$ cat config.mk
export PLATFORM = sky130hd
export DESIGN_NAME = interrupt_sequencer_flat
export DESIGN_NICKNAME = d
export VERILOG_FILES = /design/src/rtl/interrupt_sequencer_if.sv /design/src/rtl/interrupt_sequencer.sv /design/src/flat_wrapper.sv
export SDC_FILE = /design/constraint.sdc
export NUM_CORES = 1
export LEC_CHECK = 0
export ABC_AREA = 1
export BUFFER_PORTS_ARGS = -buffer_cell sky130_fd_sc_hd__buf_2
export CAP_MARGIN = 0
export CORE_UTILIZATION = 25
export CTS_CLUSTER_DIAMETER = 40
export DETAILED_ROUTE_END_ITERATION = 8
export SLEW_MARGIN = 20
export SYNTH_ARGS = -nofsm -noshare
export SYNTH_HDL_FRONTEND = slang
export SYNTH_SLANG_ARGS = --single-unit
$ cat constraint.sdc
create_clock -name clk -period 2 [get_ports clk]
set_clock_uncertainty 0.15 [all_clocks]
set_input_delay 0.4 -clock clk [delete_from_list [all_inputs] [get_ports clk]]
set_output_delay 0.4 -clock clk [all_outputs]
set_load 0.005 [all_outputs]
$ cat src/rtl/interrupt_sequencer_if.sv
// interrupt_sequencer_if: core-facing signals of the interrupt sequencer.
// master = sequencer side, slave = processor core side.
interface interrupt_sequencer_if;
    logic        INT;
    logic        branch_pending;
    logic        rti;
    logic [31:0] pc_in;
    logic [2:0]  ccr_in;
    logic [15:0] pop_data;
    logic        int_stall;
    logic        int_signal;
    logic [1:0]  counter;
    logic [15:0] push_data;
    logic        pop_req;
    logic        pc_load;
    logic [31:0] pc_target;
    logic        ccr_load;
    logic [2:0]  ccr_out;
    logic        int_ack;
    modport master (
        input  INT, branch_pending, rti, pc_in, ccr_in, pop_data,
        output int_stall, int_signal, counter, push_data, pop_req,
               pc_load, pc_target, ccr_load, ccr_out, int_ack
    );
    modport slave (
        output INT, branch_pending, rti, pc_in, ccr_in, pop_data,
        input  int_stall, int_signal, counter, push_data, pop_req,
               pc_load, pc_target, ccr_load, ccr_out, int_ack
    );
endinterface

$ cat src/rtl/interrupt_sequencer.sv
// interrupt_sequencer: INT sync, pipeline drain, 3-word context push/pop and PC redirect.
// Define INT_EDGE_EN for rising-edge requests latched until accepted (default: level).
module interrupt_sequencer #(
    parameter logic [31:0] INT_VECTOR   = 32'h0000_0000,
    parameter int          DRAIN_CYCLES = 3,
    parameter int          SYNC_STAGES  = 2
) (
    input logic                  clk,
    input logic                  RESET,
    interrupt_sequencer_if.master bus
);
    localparam int DW = (DRAIN_CYCLES > 1) ? $clog2(DRAIN_CYCLES) : 1;
    typedef enum logic [2:0] {S_IDLE, S_DRAIN, S_PUSH, S_VECTOR, S_RESTORE} state_t;
    state_t                 r_state, w_next;
    logic [SYNC_STAGES-1:0] r_sync;
    logic [DW-1:0]          r_drain;
    logic [1:0]             r_step;
    logic [31:0]            r_pc;
    logic [2:0]             r_ccr;
    logic                   w_int_req, w_req, w_accept;
    logic                   w_push, w_pop, w_load, w_vec;

    assign w_int_req = r_sync[SYNC_STAGES-1];
    assign w_accept  = (r_state == S_IDLE) && !bus.rti && w_req && !bus.branch_pending;

`ifdef INT_EDGE_EN
    logic r_prev, r_pend;
    assign w_req = r_pend | (w_int_req & ~r_prev);
    always_ff @(posedge clk or negedge RESET) begin
        if (!RESET) begin
            r_prev <= 1'b0;
            r_pend <= 1'b0;
        end else begin
            r_prev <= w_int_req;
            r_pend <= w_req & ~w_accept;
        end
    end
`else
    assign w_req = w_int_req;
`endif

    always_ff @(posedge clk or negedge RESET) begin
        if (!RESET) r_state <= S_IDLE;
        else        r_state <= w_next;
    end

    always_comb begin
        w_next = r_state;
        case (r_state)
            S_IDLE:    w_next = bus.rti ? S_RESTORE : w_accept ? S_DRAIN : S_IDLE;
            S_DRAIN:   w_next = (r_drain == '0) ? S_PUSH : S_DRAIN;
            S_PUSH:    w_next = (r_step == 2'd2) ? S_VECTOR : S_PUSH;
            S_VECTOR:  w_next = S_IDLE;
            S_RESTORE: w_next = (r_step == 2'd3) ? S_IDLE : S_RESTORE;
            default:   w_next = S_IDLE;
        endcase
    end

    // Restore words arrive one cycle after their pop request, so step n captures word n-1.
    always_ff @(posedge clk or negedge RESET) begin
        if (!RESET) begin
            r_sync  <= '0;
            r_drain <= '0;
            r_step  <= '0;
            r_pc    <= '0;
            r_ccr   <= '0;
        end else begin
            r_sync  <= {r_sync[SYNC_STAGES-2:0], bus.INT};
            r_drain <= (r_state == S_DRAIN) ? r_drain - 1'b1 : DW'(DRAIN_CYCLES - 1);
            r_step  <= ((r_state == w_next) && (r_state == S_PUSH || r_state == S_RESTORE)) ? r_step + 2'd1 : 2'd0;
            if (w_accept) begin
                r_pc  <= bus.pc_in;
                r_ccr <= bus.ccr_in;
            end else if (r_state == S_RESTORE) begin
                if (r_step == 2'd1) r_ccr <= bus.pop_data[2:0];
                if (r_step == 2'd2) r_pc[15:0] <= bus.pop_data;
                if (r_step == 2'd3) r_pc[31:16] <= bus.pop_data;
            end
        end
    end

    assign w_push = (r_state == S_PUSH);
    assign w_pop  = (r_state == S_RESTORE) && (r_step != 2'd3);
    assign w_load = (r_state == S_RESTORE) && (r_step == 2'd3);
    assign w_vec  = (r_state == S_VECTOR);

    always_comb begin
        bus.int_stall  = (r_state != S_IDLE);
        bus.int_signal = w_push;
        bus.pop_req    = w_pop;
        bus.counter    = w_push ? r_step : w_pop ? 2'd2 - r_step : 2'd0;
        bus.push_data  = !w_push ? 16'h0 : (r_step == 2'd0) ? r_pc[31:16] :
                         (r_step == 2'd1) ? r_pc[15:0] : {13'b0, r_ccr};
        bus.pc_load    = w_vec | w_load;
        bus.ccr_load   = w_load;
        bus.int_ack    = w_vec;
        bus.pc_target  = w_vec ? INT_VECTOR : w_load ? {bus.pop_data, r_pc[15:0]} : 32'h0;
        bus.ccr_out    = w_load ? r_ccr : 3'b0;
    end
endmodule

$ cat src/flat_wrapper.sv
// flat-port wrapper written by rule: the top's interface ports become plain ports
module interrupt_sequencer_flat 
#(
    parameter logic [31:0] INT_VECTOR   = 32'h0000_0000,
    parameter int          DRAIN_CYCLES = 3,
    parameter int          SYNC_STAGES  = 2
)
  (clk, RESET, bus_INT, bus_branch_pending, bus_rti, bus_pc_in, bus_ccr_in, bus_pop_data, bus_int_stall, bus_int_signal, bus_counter, bus_push_data, bus_pop_req, bus_pc_load, bus_pc_target, bus_ccr_load, bus_ccr_out, bus_int_ack);
  interrupt_sequencer_if bus_i ();
  input logic clk;
  input logic RESET;
  input wire logic [$bits(bus_i.INT)-1:0] bus_INT;
  input wire logic [$bits(bus_i.branch_pending)-1:0] bus_branch_pending;
  input wire logic [$bits(bus_i.rti)-1:0] bus_rti;
  input wire logic [$bits(bus_i.pc_in)-1:0] bus_pc_in;
  input wire logic [$bits(bus_i.ccr_in)-1:0] bus_ccr_in;
  input wire logic [$bits(bus_i.pop_data)-1:0] bus_pop_data;
  output wire logic [$bits(bus_i.int_stall)-1:0] bus_int_stall;
  output wire logic [$bits(bus_i.int_signal)-1:0] bus_int_signal;
  output wire logic [$bits(bus_i.counter)-1:0] bus_counter;
  output wire logic [$bits(bus_i.push_data)-1:0] bus_push_data;
  output wire logic [$bits(bus_i.pop_req)-1:0] bus_pop_req;
  output wire logic [$bits(bus_i.pc_load)-1:0] bus_pc_load;
  output wire logic [$bits(bus_i.pc_target)-1:0] bus_pc_target;
  output wire logic [$bits(bus_i.ccr_load)-1:0] bus_ccr_load;
  output wire logic [$bits(bus_i.ccr_out)-1:0] bus_ccr_out;
  output wire logic [$bits(bus_i.int_ack)-1:0] bus_int_ack;
  assign bus_i.INT = bus_INT;
  assign bus_i.branch_pending = bus_branch_pending;
  assign bus_i.rti = bus_rti;
  assign bus_i.pc_in = bus_pc_in;
  assign bus_i.ccr_in = bus_ccr_in;
  assign bus_i.pop_data = bus_pop_data;
  assign bus_int_stall = bus_i.int_stall;
  assign bus_int_signal = bus_i.int_signal;
  assign bus_counter = bus_i.counter;
  assign bus_push_data = bus_i.push_data;
  assign bus_pop_req = bus_i.pop_req;
  assign bus_pc_load = bus_i.pc_load;
  assign bus_pc_target = bus_i.pc_target;
  assign bus_ccr_load = bus_i.ccr_load;
  assign bus_ccr_out = bus_i.ccr_out;
  assign bus_int_ack = bus_i.int_ack;
  interrupt_sequencer #(.INT_VECTOR(INT_VECTOR), .DRAIN_CYCLES(DRAIN_CYCLES), .SYNC_STAGES(SYNC_STAGES)) u_core (.clk(clk), .RESET(RESET), .bus(bus_i));
endmodule
* Word level (Yosys, flattened, before mapping)
Index checks and enable logic that the tools add are counted.
Widths: inputs -> output; s select.
** Storage, ports and cells
- Output and inout port bits :: 59
- Input bits :: 56
- Word-level logic and storage cells :: 63
- Flip-flop bits (word level) :: 44
** Cells by class
- Muxes and demuxes :: 23
- Reduce and logical (&&, ||, !) cells :: 20
- Eq/ne operators :: 9
- Bitwise logic cells :: 1
- Add/sub/neg operators :: 3
** Operator list (count)
- $mux 32 :: 4
- $mux 16 :: 5
- $mux 3 :: 6
- $pmux 3 s4 :: 1
- $mux 2 :: 5
- $reduce_bool 2->1 :: 4
- $eq 3x2->1 const B :: 2
- $logic_and 1x1->1 :: 6
- $reduce_and 2->1 :: 3
- $eq 2x2->1 const B :: 2
- $logic_not 2->1 :: 2
- $eq 3x1->1 const B :: 1
- $eq 3x3->1 :: 1
- $eq 3x3->1 const B :: 1
- $logic_not 3->1 :: 1
- $reduce_bool 3->1 :: 1
- $add 2x1->2 const B :: 1
- $eq 2x1->1 const B :: 1
- $logic_not 1->1 :: 2
- $mux 1 :: 2
- $ne 2x2->1 const B :: 1
- $sub 2x1->2 const B :: 1
- $sub 2x2->2 const A :: 1
- $logic_or 1x1->1 :: 1
- $or 1x1->1 :: 1

* Logic depth before layout (Yosys ltp)
- Word-level depth :: 10
- Depth in mapped cells :: 9
- Depth with buffers taken out :: 8

* Worst setup path before layout
No wires, ideal clock.
- Kind :: register to output
- From :: register u_core.r_step[1]
- To :: output port bus_push_data[10]
- Cell stages (with the launch flop) :: 8
- Data arrival time :: 1.318 ns
- Path buffers :: 1
- Slack :: 0.132 ns
- Data required time :: 1.450 ns
- Cell sequence :: dfrtp_1 > inv_1 > ha_1 > inv_1 > nor2_1 > buf_2 > nand2_1 > a21oi_1
** Between the ends
- Word-level cells in the longest chain between the ends :: 4
- Elaborated cells on any way between the ends :: 5
- Classes of those cells :: 1 x eq/ne; 3 x mux; 1 x reduce/logical
** RTL lines
- from (decl) :: RTL line interrupt_sequencer.sv:17 : logic [1:0] r_step;
- from (signal assigned) :: RTL line interrupt_sequencer.sv:70 : r_step <= ((r_state == w_next) && (r_state == S_PUSH || r_state == S_RESTORE)) ? r_step + 2'd1 : 2'd0;
- $eq 2x1->1 :: RTL line interrupt_sequencer.sv:93 : (r_step == 2'd1) ? r_pc[15:0] : {13'b0, r_ccr};
- $mux 16 :: RTL line interrupt_sequencer.sv:93
- $mux 16 (*) (2 in a row) :: RTL line interrupt_sequencer.sv:92 : bus.push_data = !w_push ? 16'h0 : (r_step == 2'd0) ? r_pc[31:16] :
- to (decl) :: RTL line flat_wrapper.sv:21 : output wire logic [$bits(bus_i.push_data)-1:0] bus_push_data;
Mark *: on every way between the ends. The rest lies on a longest branch, timed or not.

* Worst setup path after layout
- From :: register u_core.r_step[0]
- To :: output port bus_push_data[1]
The elaborated chain is that of the path after synthesis.

==> impl_results.md <==
- TNS Setup: -5.97 ns
- Setup CP Type: reg -> out
- Tightest Hold Check Type: in -> reg
- Crit-path slowest cell: dfrtp_2
- Synth Area in Compound Gates: 0.0468
- Mux share of post-synthesis cell area: 0
- Reg clk slew, reported paths: ~0.080 ns
- Final period util: 1.07
- Design area: 3930 um2
- Post-Synthesis Cells: 384
- Main combinational cell family by area after synthesis: simple AND/OR/NAND/NOR gates
- Worst vdd rail ir drop: around 450 uV
- Post-synth top area share: 0.412
- Relative slew margins: 0.664
- Slew Limit Fails: 0
- DRC Markers: 0
- Yosys warns: 0
- Clock Sink Count: 44
- #FFs+latches synth: 44
- IO Port Bufs: roughly 110
- Rows: 37
- Fin crit period: 2.15 ns
- Worst-path cell chain: buf_6 > ha_4 > buf_4 > nand2_1 > o21ai_0 > a21oi_1 > buf_2
- Final instance count without filler cells: approximately 650
- Vias: ~3000
- Cell with the most instances after synthesis: nand3_1
- Die Y: about 110 um
- WP data required: 1.45 ns
- Leak Pwr: 2.27 nW
- DP HPWL: 6530 um
- Root Driver: clkbuf_8
- I/O pin cnt: 115
- Core Area: 10300 um2
- Ys flop type: dfrtp_1
- Critical path buffers and inverters: 3
- Area leader, netlist: dfrtp_1
- Largest cells by area after synthesis: dfrtp_1 41%, nand3_1 21%, nand2_1 13%
- Global-route wire length before repair: roughly 14000 um
- Total grt overflow: 0
- Footprint of the multi-input gates: roughly 1400 um2
- Gr usage total: 0.162
- Vias per cell: between 4 and 5
- Fin worst setup slack: -0.147 ns
- Failing checks: negative setup slack
- Synth Area in Simple Gates: 0.398
- Area delta synth->final: 47.0%
- Post-synth top cells: 111 x nand3_1, 90 x nand2_1, 53 x inv_1
- Die area: roughly 11000 um2
- Final GP Congestion: between 0.7 and 0.8
- Initial DRC Count: around 150
- Net Count, Synth: about 450
- ANT cells: 0
- DR pass1 iterations: 4
- Average size of a mapped cell: ~7.0 um2
- Grt met2 use: 0.277
- Antenna violations before repair: 0
- Vias in the first global route: between 2000 and 3000
- Layout cell share with drive strength beyond 1: 0.380
- Met1 Use GR: 0.216
- Ys async rst share: 1.00
- Outcome: finished with violations
- Worst-skew pair later-pin latency: 0.30 ns
- CP Launch Type: flip-flop
- Mapped cell area: roughly 2700 um2
- Largest net degree at the start of global routing: 32
- Tightest Pin Transition: between 0.5 and 0.6 ns
- FILL cells: around 1100
- Worst setup EP type: output pin
- Final nets: a little under 600
- Core Util, Final: 0.380
- H-tree lvl count: 2
- F_max: between 400 and 500 MHz
- MaxCap Viol Count: 0
- Worst stage delay on the critical path: about 0.45 ns
- Netlist cell types: 19
- Die W: between 100 and 150 um
- Synth Area in XOR/XNOR: 0
- Inserted Clock Buffers: 5
- Post-Route WL: between 9000 and 10000 um
- PwrDens: approximately 1100 nW/um2
- Sequential Area: roughly 1100 um2
- RSZ-0062 raised after global routing: true
- EDFF count, synth: 0
- Gr busiest metal: met2
- Met3 usage: 0.0247
- Final ANT Viol Nets: 0
- CP Max Fanout: 7
- Final hold violations: 0
- Sequential area share after synthesis: 0.412
- CP arrival: 1.60 ns
- Pre-CTS setup slack: 0.0414 ns
- Initial Util: 0.259
- Area post-placement: 3490 um2
- CP delay by family, top: flip-flops
- CTS tree: yes
- Final setup viols: 55
- Post-Synth Adder-Cell Area: 0.0234
- Post-Place Cells: approximately 630
- CTS max path bufs: 2
- DR WL/cell: roughly 14 um
-- registers in the layout, indices dropped and copies added (netlist names) --
name / flops
u_core.r_pc: 32
u_core.r_ccr: 3
u_core.r_state: 3
u_core.r_drain: 2
u_core.r_step: 2
u_core.r_sync: 2
-- layout make-up --
class                   count  area share
multi-input cells         264       0.353
repair buffers            145       0.235
inverters                  56      0.0548
well taps                 136      0.0433
flip-flops and latches     44       0.281
clock buffers               5      0.0175
clock inverters             2      0.0153
-- final timing paths --
path	from	slack, ns	depth (start not counted)	end
min in group asynchronous	RESET	0.43	2	u_core.r_pc[26]$_DFFE_PN0P_
min	bus_INT	0.06	1	u_core.r_sync[0]$_DFF_PN0_
min reg2reg	u_core.r_sync[0]$_DFF_PN0_	0.21	0	u_core.r_sync[1]$_DFF_PN0_
max in group asynchronous	RESET	0.72	3	u_core.r_state[2]$_DFF_PN0_
max	u_core.r_step[0]$_DFF_PN0_	-0.15	7	bus_push_data[1]
max reg2reg	u_core.r_state[0]$_DFF_PN0_	0.13	11	u_core.r_pc[1]$_DFFE_PN0P_
-- logic make-up (layout without fill, tap and decap cells) --
group                    count (synthesis)  in the layout
AND/OR/NAND/NOR                        234            234
buffers and inverters                   76            208
flip-flops                              44             44
AO/OA/AOI/OAI                           25             25
adder cells (fa/ha/maj)                  5              5
-- stage by stage --
step / total power, mW / hold WS [ns]
6_report: 4.50 / 0.0577
5_1_grt: 4.85 / 0.0516
4_1_cts: 4.33 / 0.0495
3_5_place_dp: 3.30 / 0.192
3_3_place_gp: 3.25 / 0.184
2_1_floorplan: 2.61 / -0.0456
-- per-layer routing --
metal,routed length [um],share of wire
met1,4260,0.46
met2,4490,0.48
met3,408,0.044
met4,91,0.0098
met5,0,0
-- layout by cell type, fill, tap and decap left out --
cell type	netlist	routed
ha_1	5	3
bufinv_16	0	2
dfrtp_2	0	2
nand2_4	1	2
bufbuf_16	0	1
a21oi_1	16	6
buf_2	13	114
o21ai_0	9	6
dfrtp_1	44	42
a21oi_2	0	10
nor2_4	2	5
nor3_1	2	2
nand2_2	1	10
nand3_1	111	110
nor2_8	1	1
buf_4	3	19
inv_6	0	1
ha_4	0	2
buf_12	0	4
buf_8	0	2
dlygate4sd3_1	0	1
inv_1	53	47
o21ai_1	0	2
nand3_4	0	1
clkbuf_8	0	5
nand2_1	90	80
o21ai_2	0	1
nor2_2	1	2
nor2_1	25	21
buf_6	1	3
clkbuf_16	0	1
inv_2	3	8
-- timing repair --
item / CTS / global route
buffers inserted: 3 / 7
setup endpoints to repair: 56 / 63
hold buffers: 1 / 0
endpoints found under the hold margin: 19 / 0
cloned: 1 / 1
pin swaps: 7 / 7
resized for setup: 27 / 28
-- power breakdown --
group,switching [mW],internal (mW)
Sequential,0.284,1.26
Combinational,1.22,0.935
Clock,0.313,0.492
(Power assumes the default switching activity.)
